## src/rtl/mersenne_candidate_dispatcher_if.sv

```systemverilog
// Host command/status and factoring-unit handshake bundle for the Mersenne candidate dispatcher.
// The master modport is the dispatcher side; the slave modport is the host plus factoring unit side.
interface mersenne_candidate_dispatcher_if #(
    parameter int BITWIDTH = 32
);
    logic                cmd_start;
    logic                cmd_abort;
    logic [BITWIDTH-1:0] p;
    logic [BITWIDTH-1:0] k_start;
    logic [BITWIDTH-1:0] k_count;
    logic                fac_start;
    logic [BITWIDTH-1:0] fac_p;
    logic [BITWIDTH-1:0] fac_d;
    logic                fac_finished;
    logic                fac_divides;
    logic                busy;
    logic                done;
    logic                found;
    logic                overflow;
    logic [BITWIDTH-1:0] factor;
    logic [BITWIDTH-1:0] k_found;
    logic [BITWIDTH-1:0] tested_count;

    modport master (
        input  cmd_start, cmd_abort, p, k_start, k_count, fac_finished, fac_divides,
        output fac_start, fac_p, fac_d, busy, done, found, overflow, factor, k_found, tested_count
    );

    modport slave (
        output cmd_start, cmd_abort, p, k_start, k_count, fac_finished, fac_divides,
        input  fac_start, fac_p, fac_d, busy, done, found, overflow, factor, k_found, tested_count
    );
endinterface

```

## src/rtl/mersenne_candidate_dispatcher.sv

```systemverilog
// Generates Mersenne factor candidates d = 2kp+1 and issues them to one trial-division unit.
// Optional macro MERSENNE_MOD8_FILTER_EN skips candidates whose d mod 8 is not 1 or 7.
module mersenne_candidate_dispatcher #(
    parameter int BITWIDTH = 32
) (
    input  logic sys_clk,
    input  logic sys_rst_n,
    mersenne_candidate_dispatcher_if.master bus
);
    localparam int DW = 2 * BITWIDTH;
    localparam int CW = $clog2(BITWIDTH + 1);

    typedef enum logic [2:0] {
        IDLE, MUL, CHECK, ISSUE, WAIT_ACK, WAIT_RES, NEXT
    } state_t;

    state_t r_state, w_stateNext;

    logic [BITWIDTH-1:0] r_p, r_k, r_remain, r_mplier, r_factor, r_kFound, r_tested, r_facD;
    logic [BITWIDTH-1:0] w_pNext, w_kNext, w_remainNext, w_mplierNext, w_factorNext;
    logic [BITWIDTH-1:0] w_kFoundNext, w_testedNext, w_facDNext, w_remainDec;
    logic [DW-1:0]       r_d, r_step, r_prod, r_mcand;
    logic [DW-1:0]       w_dNext, w_stepNext, w_prodNext, w_mcandNext, w_prodSum;
    logic [CW-1:0]       r_mulCnt, w_mulCntNext;
    logic r_facStart, r_busy, r_done, r_found, r_overflow;
    logic w_facStartNext, w_busyNext, w_doneNext, w_foundNext, w_overflowNext;
    logic w_overLimit, w_passFilter;

    // Candidates must stay below 2^(BITWIDTH/2) so the unit's squaring cannot wrap.
    assign w_overLimit = |r_d[DW-1:BITWIDTH/2];
    assign w_prodSum   = r_prod + (r_mplier[0] ? r_mcand : {DW{1'b0}});
    assign w_remainDec = r_remain - 1'b1;

`ifdef MERSENNE_MOD8_FILTER_EN
    assign w_passFilter = (r_d[2:0] == 3'd1) || (r_d[2:0] == 3'd7);
`else
    assign w_passFilter = 1'b1;
`endif

    always_comb begin
        w_stateNext    = r_state;
        w_pNext        = r_p;
        w_kNext        = r_k;
        w_remainNext   = r_remain;
        w_mplierNext   = r_mplier;
        w_factorNext   = r_factor;
        w_kFoundNext   = r_kFound;
        w_testedNext   = r_tested;
        w_facDNext     = r_facD;
        w_dNext        = r_d;
        w_stepNext     = r_step;
        w_prodNext     = r_prod;
        w_mcandNext    = r_mcand;
        w_mulCntNext   = r_mulCnt;
        w_facStartNext = 1'b0;
        w_busyNext     = r_busy;
        w_doneNext     = 1'b0;
        w_foundNext    = r_found;
        w_overflowNext = r_overflow;

        if (r_state != IDLE && bus.cmd_abort) begin
            w_stateNext = IDLE;
            w_busyNext  = 1'b0;
            w_doneNext  = 1'b1;
            w_foundNext = 1'b0;
        end else begin
            case (r_state)
                IDLE: begin
                    if (bus.cmd_start) begin
                        w_pNext        = bus.p;
                        w_kNext        = bus.k_start;
                        w_remainNext   = bus.k_count;
                        w_mplierNext   = bus.k_start;
                        w_mcandNext    = DW'(bus.p) << 1;
                        w_stepNext     = DW'(bus.p) << 1;
                        w_prodNext     = '0;
                        w_mulCntNext   = '0;
                        w_foundNext    = 1'b0;
                        w_overflowNext = 1'b0;
                        w_factorNext   = '0;
                        w_kFoundNext   = '0;
                        w_testedNext   = '0;
                        if (bus.k_count == '0) begin
                            w_doneNext = 1'b1;
                            w_busyNext = 1'b0;
                        end else begin
                            w_busyNext  = 1'b1;
                            w_stateNext = MUL;
                        end
                    end
                end
                MUL: begin
                    w_prodNext   = w_prodSum;
                    w_mcandNext  = r_mcand << 1;
                    w_mplierNext = r_mplier >> 1;
                    w_mulCntNext = r_mulCnt + 1'b1;
                    if (r_mulCnt == CW'(BITWIDTH - 1)) begin
                        w_dNext     = w_prodSum + 1'b1;
                        w_stateNext = CHECK;
                    end
                end
                CHECK: begin
                    if (w_overLimit) begin
                        w_overflowNext = 1'b1;
                        w_doneNext     = 1'b1;
                        w_busyNext     = 1'b0;
                        w_stateNext    = IDLE;
                    end else if (w_passFilter) begin
                        w_stateNext = ISSUE;
                    end else begin
                        w_stateNext = NEXT;
                    end
                end
                ISSUE: begin
                    // A previously aborted operation may still be running; hold off until the unit is idle.
                    if (bus.fac_finished) begin
                        w_facStartNext = 1'b1;
                        w_facDNext     = r_d[BITWIDTH-1:0];
                        w_testedNext   = r_tested + 1'b1;
                        w_stateNext    = WAIT_ACK;
                    end
                end
                WAIT_ACK: begin
                    if (!bus.fac_finished) begin
                        w_stateNext = WAIT_RES;
                    end
                end
                WAIT_RES: begin
                    if (bus.fac_finished) begin
                        if (bus.fac_divides) begin
                            w_foundNext  = 1'b1;
                            w_factorNext = r_d[BITWIDTH-1:0];
                            w_kFoundNext = r_k;
                            w_doneNext   = 1'b1;
                            w_busyNext   = 1'b0;
                            w_stateNext  = IDLE;
                        end else begin
                            w_stateNext = NEXT;
                        end
                    end
                end
                NEXT: begin
                    w_remainNext = w_remainDec;
                    if (w_remainDec == '0) begin
                        w_doneNext  = 1'b1;
                        w_busyNext  = 1'b0;
                        w_stateNext = IDLE;
                    end else begin
                        w_kNext     = r_k + 1'b1;
                        w_dNext     = r_d + r_step;
                        w_stateNext = CHECK;
                    end
                end
                default: begin
                    w_stateNext = IDLE;
                    w_busyNext  = 1'b0;
                end
            endcase
        end
    end

    always_ff @(posedge sys_clk or negedge sys_rst_n) begin
        if (!sys_rst_n) begin
            r_state    <= IDLE;
            r_p        <= '0;
            r_k        <= '0;
            r_remain   <= '0;
            r_mplier   <= '0;
            r_factor   <= '0;
            r_kFound   <= '0;
            r_tested   <= '0;
            r_facD     <= '0;
            r_d        <= '0;
            r_step     <= '0;
            r_prod     <= '0;
            r_mcand    <= '0;
            r_mulCnt   <= '0;
            r_facStart <= 1'b0;
            r_busy     <= 1'b0;
            r_done     <= 1'b0;
            r_found    <= 1'b0;
            r_overflow <= 1'b0;
        end else begin
            r_state    <= w_stateNext;
            r_p        <= w_pNext;
            r_k        <= w_kNext;
            r_remain   <= w_remainNext;
            r_mplier   <= w_mplierNext;
            r_factor   <= w_factorNext;
            r_kFound   <= w_kFoundNext;
            r_tested   <= w_testedNext;
            r_facD     <= w_facDNext;
            r_d        <= w_dNext;
            r_step     <= w_stepNext;
            r_prod     <= w_prodNext;
            r_mcand    <= w_mcandNext;
            r_mulCnt   <= w_mulCntNext;
            r_facStart <= w_facStartNext;
            r_busy     <= w_busyNext;
            r_done     <= w_doneNext;
            r_found    <= w_foundNext;
            r_overflow <= w_overflowNext;
        end
    end

    assign bus.fac_start    = r_facStart;
    assign bus.fac_p        = r_p;
    assign bus.fac_d        = r_facD;
    assign bus.busy         = r_busy;
    assign bus.done         = r_done;
    assign bus.found        = r_found;
    assign bus.overflow     = r_overflow;
    assign bus.factor       = r_factor;
    assign bus.k_found      = r_kFound;
    assign bus.tested_count = r_tested;
endmodule

```

## src/flat_wrapper.sv

```systemverilog
// flat-port wrapper written by rule: the top's interface ports become plain ports
module mersenne_candidate_dispatcher_flat 
#(
    parameter int BITWIDTH = 32
)
  (sys_clk, sys_rst_n, bus_cmd_start, bus_cmd_abort, bus_p, bus_k_start, bus_k_count, bus_fac_finished, bus_fac_divides, bus_fac_start, bus_fac_p, bus_fac_d, bus_busy, bus_done, bus_found, bus_overflow, bus_factor, bus_k_found, bus_tested_count);
  mersenne_candidate_dispatcher_if #(.BITWIDTH(BITWIDTH)) bus_i ();
  input  logic sys_clk;
  input  logic sys_rst_n;
  input wire logic [$bits(bus_i.cmd_start)-1:0] bus_cmd_start;
  input wire logic [$bits(bus_i.cmd_abort)-1:0] bus_cmd_abort;
  input wire logic [$bits(bus_i.p)-1:0] bus_p;
  input wire logic [$bits(bus_i.k_start)-1:0] bus_k_start;
  input wire logic [$bits(bus_i.k_count)-1:0] bus_k_count;
  input wire logic [$bits(bus_i.fac_finished)-1:0] bus_fac_finished;
  input wire logic [$bits(bus_i.fac_divides)-1:0] bus_fac_divides;
  output wire logic [$bits(bus_i.fac_start)-1:0] bus_fac_start;
  output wire logic [$bits(bus_i.fac_p)-1:0] bus_fac_p;
  output wire logic [$bits(bus_i.fac_d)-1:0] bus_fac_d;
  output wire logic [$bits(bus_i.busy)-1:0] bus_busy;
  output wire logic [$bits(bus_i.done)-1:0] bus_done;
  output wire logic [$bits(bus_i.found)-1:0] bus_found;
  output wire logic [$bits(bus_i.overflow)-1:0] bus_overflow;
  output wire logic [$bits(bus_i.factor)-1:0] bus_factor;
  output wire logic [$bits(bus_i.k_found)-1:0] bus_k_found;
  output wire logic [$bits(bus_i.tested_count)-1:0] bus_tested_count;
  assign bus_i.cmd_start = bus_cmd_start;
  assign bus_i.cmd_abort = bus_cmd_abort;
  assign bus_i.p = bus_p;
  assign bus_i.k_start = bus_k_start;
  assign bus_i.k_count = bus_k_count;
  assign bus_i.fac_finished = bus_fac_finished;
  assign bus_i.fac_divides = bus_fac_divides;
  assign bus_fac_start = bus_i.fac_start;
  assign bus_fac_p = bus_i.fac_p;
  assign bus_fac_d = bus_i.fac_d;
  assign bus_busy = bus_i.busy;
  assign bus_done = bus_i.done;
  assign bus_found = bus_i.found;
  assign bus_overflow = bus_i.overflow;
  assign bus_factor = bus_i.factor;
  assign bus_k_found = bus_i.k_found;
  assign bus_tested_count = bus_i.tested_count;
  mersenne_candidate_dispatcher #(.BITWIDTH(BITWIDTH)) u_core (.sys_clk(sys_clk), .sys_rst_n(sys_rst_n), .bus(bus_i));
endmodule
```

## config.mk

```make
export PLATFORM = sky130hd
export DESIGN_NAME = mersenne_candidate_dispatcher_flat
export DESIGN_NICKNAME = d
export VERILOG_FILES = /design/src/rtl/mersenne_candidate_dispatcher_if.sv /design/src/rtl/mersenne_candidate_dispatcher.sv /design/src/flat_wrapper.sv
export SDC_FILE = /design/constraint.sdc
export NUM_CORES = 1
export LEC_CHECK = 0
export ABC_AREA = 1
export BUFFER_PORTS_ARGS = -buffer_cell sky130_fd_sc_hd__buf_2
export CORE_ASPECT_RATIO = 0.7
export CORE_MARGIN = 5
export CORE_UTILIZATION = 35
export DETAILED_ROUTE_END_ITERATION = 10
export HOLD_SLACK_MARGIN = 0.08
export SLEW_MARGIN = 10
export SYNTH_ARGS = -nofsm -noshare
export SYNTH_HDL_FRONTEND = slang
export SYNTH_SLANG_ARGS = --single-unit
export TNS_END_PERCENT = 10
```

## constraint.sdc

```tcl
create_clock -name sys_clk -period 3.5 [get_ports sys_clk]
set_input_delay 0.175 -clock sys_clk [delete_from_list [all_inputs] [get_ports sys_clk]]
set_output_delay 0.175 -clock sys_clk [all_outputs]
set_load 0.05 [all_outputs]
```

==> summary.md <==
| Metric | Value |
|---|---|
| Setup TNS | 0 ns |
| Pin count of the biggest net entering global routing | 137 |
| Internal power | approximately 14 mW |
| Final net count | 5476 |
| Cts bufs inserted | 50 |
| Layout area overhead | 17.6% |
| Placer Congestion | 1.03 |
| Peak supply drop | 0.656 mV |
| R2R setup slack | around 0.19 ns |
| Post-DP HPWL | ~96000 um |
| Worst setup SP type | flip-flop |
| Most frequent cells in the layout | nand2_1, inv_1, dfrtp_1 |
| Synth Area in Adders | 3.98% |
| H-tree depth | 2 |
| Layout cell share with drive strength beyond 1 | 8.85% |
| Seq/Total Area, Yosys | 35.9% |
| Clock sink count | 460 |
| Aggregate routed wire length | 124000 um |
| Pre-antenna DRT Iters | 6 |
| Least-Margin Pin Slew | 0.922 ns |
| Post-route ant nets | 0 |
| Yosys Warn Count | 0 |
| Power Density | 721 mW/mm^2 |
| Initial antenna violation count | 1 |
| Total gr overflow | 0 |
| Largest family of logic cells by synthesized area | simple AND/OR/NAND/NOR gates |
| Synth Area in Compound Gates | under 10% |
| Routed len/inst | 19.0 um |
| Core Box Area | 0.0905 mm^2 |
| Final hold vios | 0 |
| Number of global-route vias before repair | 30400 |
| Outcome | finished clean |
| Fmax | 302 MHz |
| Asr flop ratio synth | 100% |
| # diodes | 0 |
| # IOs | 267 |
| Die Span Y | 263 um |
| Cell Area, Synth | 0.0321 mm^2 |
| Global-route wire length before repair | 186000 um |
| RSZ-0062 raised after global routing | false |
| Kind of critical path | reg2reg |
| Simple-gate share of the synthesized area | 36.4% |
| #FFs+latches synth | 460 |
| CTS tree | done |
| Mean post-synth cell area | 6.48 um^2 |
| Relative slew margins | 38.5% |
| Crit-path max FO | 12 |
| Fin crit share | between 90% and 100% |
| Commonest non-fill, non-tap cell in the layout | nand2_1 |
| Unique cell type count in the Yosys netlist | 54 |
| CP required | 4.07 ns |
| Site Rows | 92 |
| Clk_lat worst skew | roughly 0.64 ns |
| Vias | 33200 |
| Die Wd | 372 um |
| Reg power frac | 30.7% |
| Starting Density | 35.5% |
| Worst Skew | 0.0446 ns |
| Prevailing post-synth register cell | dfrtp_1 |
| Full die area | 0.0980 mm^2 |
| DRC viols | 0 |
| Root buffer cell | clkbuf_16 |
| Leak | 20.4 nW |
| Clock power frac | between 10% and 20% |
| Total Routing Usage GR | 24.6% |
| Vias per inst | 5.08 |
| Cells after Synth | 4952 |
| CTS max path bufs | 3 |
| Post-synth EDFFs | 0 |
| Crit path capture type | flip-flop |
| # setup viols final | 0 |
| Min Tclk post-route | about 3.3 ns |
| Mapped Nets | 5155 |
| Hold crit path type | in2reg |
| Max-Cap Viols | 0 |
| Clock transition at path regs | 0.06 ns |
| Comb power frac | 49.5% |
| Hold_ws | 0.162 ns |
| DRT iter0 DRCs | between 3000 and 4000 |
| Xor/xnor share of the synthesized area | 2.10% |
| Port-buffer cells | about 270 |
| Final Max Slew Viols | 0 |
| Multiplexer share of the synthesized area | 0% |
| Net Sw Frac | 50.3% |
| Crit path DAT | 3.88 ns |
| NetSw | 13.7 mW |
cells by family after synthesis:
| group | count (synthesis) |
|---|---|
| XOR/XNOR | 77 |
| flip-flops | 460 |
| adder cells (fa/ha/maj) | 101 |
| AND/OR/NAND/NOR | 2796 |
| AO/OA/AOI/OAI | 528 |
| buffers and inverters | 990 |
final timing paths:
kind | startpoint | cells past startpoint | endpoint
worst max-delay path | u_core.r_mplier[0] | 18 | u_core.r_d[52]
worst min-delay path | bus_cmd_start | 5 | u_core.bus.found
worst max register to register | u_core.r_mplier[0] | 18 | u_core.r_d[52]
worst min register to register | u_core.bus.fac_d[4] | 2 | u_core.bus.fac_d[4]
max in group asynchronous | sys_rst_n | 3 | u_core.bus.factor[30]
min in group asynchronous | sys_rst_n | 3 | u_core.r_mulCnt[5]
Yosys cell counts, types with 32 or more instances:
master	count	area [um^2]
nand4_1	110	688
o211ai_1	34	255
a21oi_1	99	495
nor3_1	71	355
nand3_1	371	1860
nor2_1	358	1340
clkbuf_1	107	402
o21ai_0	229	1150
ha_1	99	1240
o22ai_1	58	363
nand2_1	1782	6690
inv_1	826	3100
xnor2_1	32	280
xor2_1	45	394
dfrtp_1	460	11500
metal layers:
layer	track usage [%]	vias to the layer above	routed length [um]	share of wire, %
li1	-	16400	-	-
met1	36.3	15400	57500	46
met3	6.28	174	12300	9.9
met5	0	-	0	0
met4	6.84	0	3950	3.2
met2	35.4	1313	50300	41
cell type report:
type | instances | area, um^2
fillers | 9808 | 52700
clock inverters | 26 | 253
clock buffers | 66 | 1390
well taps | 1222 | 1530
repair buffers | 426 | 3010
flip-flops and latches | 460 | 11500
inverters | 833 | 3130
multi-input cells | 3502 | 16900
flip-flops by register name, indices dropped and copies added (netlist names), 3 cells and up:
signal                   count
u_core.bus.fac_d            32
u_core.bus.fac_p            32
u_core.bus.factor           32
u_core.bus.k_found          32
u_core.bus.tested_count     32
u_core.r_d                  64
u_core.r_k                  32
u_core.r_mcand              63
u_core.r_mplier             32
u_core.r_mulCnt              6
u_core.r_prod               63
u_core.r_remain             32
u_core.r_state               3
per-stage QoR:
stage          utilization, %  cells  area [um^2]  power, mW  worst slack (ns)
6_report                 41.7   6535        37700       27.2             0.191
5_1_grt                  41.7   6535        37700       29.1            0.0210
4_1_cts                  41.7   6535        37700       27.2             0.186
3_5_place_dp             38.7   6341        35000       21.6             0.193
3_3_place_gp             38.7   6341        35000       21.5             0.207
2_1_floorplan               -   4952        32100       16.9             0.890
power by group through the flow:
stage / logic, mW / clock network [mW] / registers, mW
final: 13.4 / 5.39 / 8.35
after floorplan: 7.81 / 0 / 9.06
after CTS: 13.3 / 5.55 / 8.34
after global placement: 13.1 / 0 / 8.42
after global routing: 14.8 / 5.77 / 8.50
after detailed placement: 13.2 / 0 / 8.42
critical path: stages, from the launching register on:
cell and delay, ns:
dfrtp_2 0.42, buf_4 0.20, nand2_1 0.08, inv_1 0.04, ha_1 0.35, nand2_1 0.14, nor2_1 0.22, nand2_1 0.08
nand2_1 0.22, nand2_1 0.08, nand2_1 0.26, nand2_1 0.09, nand2_1 0.15, nand2_1 0.24, nand3b_1 0.20, nand3_1 0.18
nand2_1 0.13, nand3_1 0.08, nand2_1 0.09
timing repair:
| item | 4_1_cts | 5_1_grt |
|---|---|---|
| endpoints found under the hold margin | 624 | 0 |
| setup buffers | 0 | 0 |
| hold buffers | 102 | 0 |
| endpoints found under the setup margin | 0 | 12 |
| resized for setup | 0 | 3 |
No activity file was read; power rests on OpenSTA's default activity.
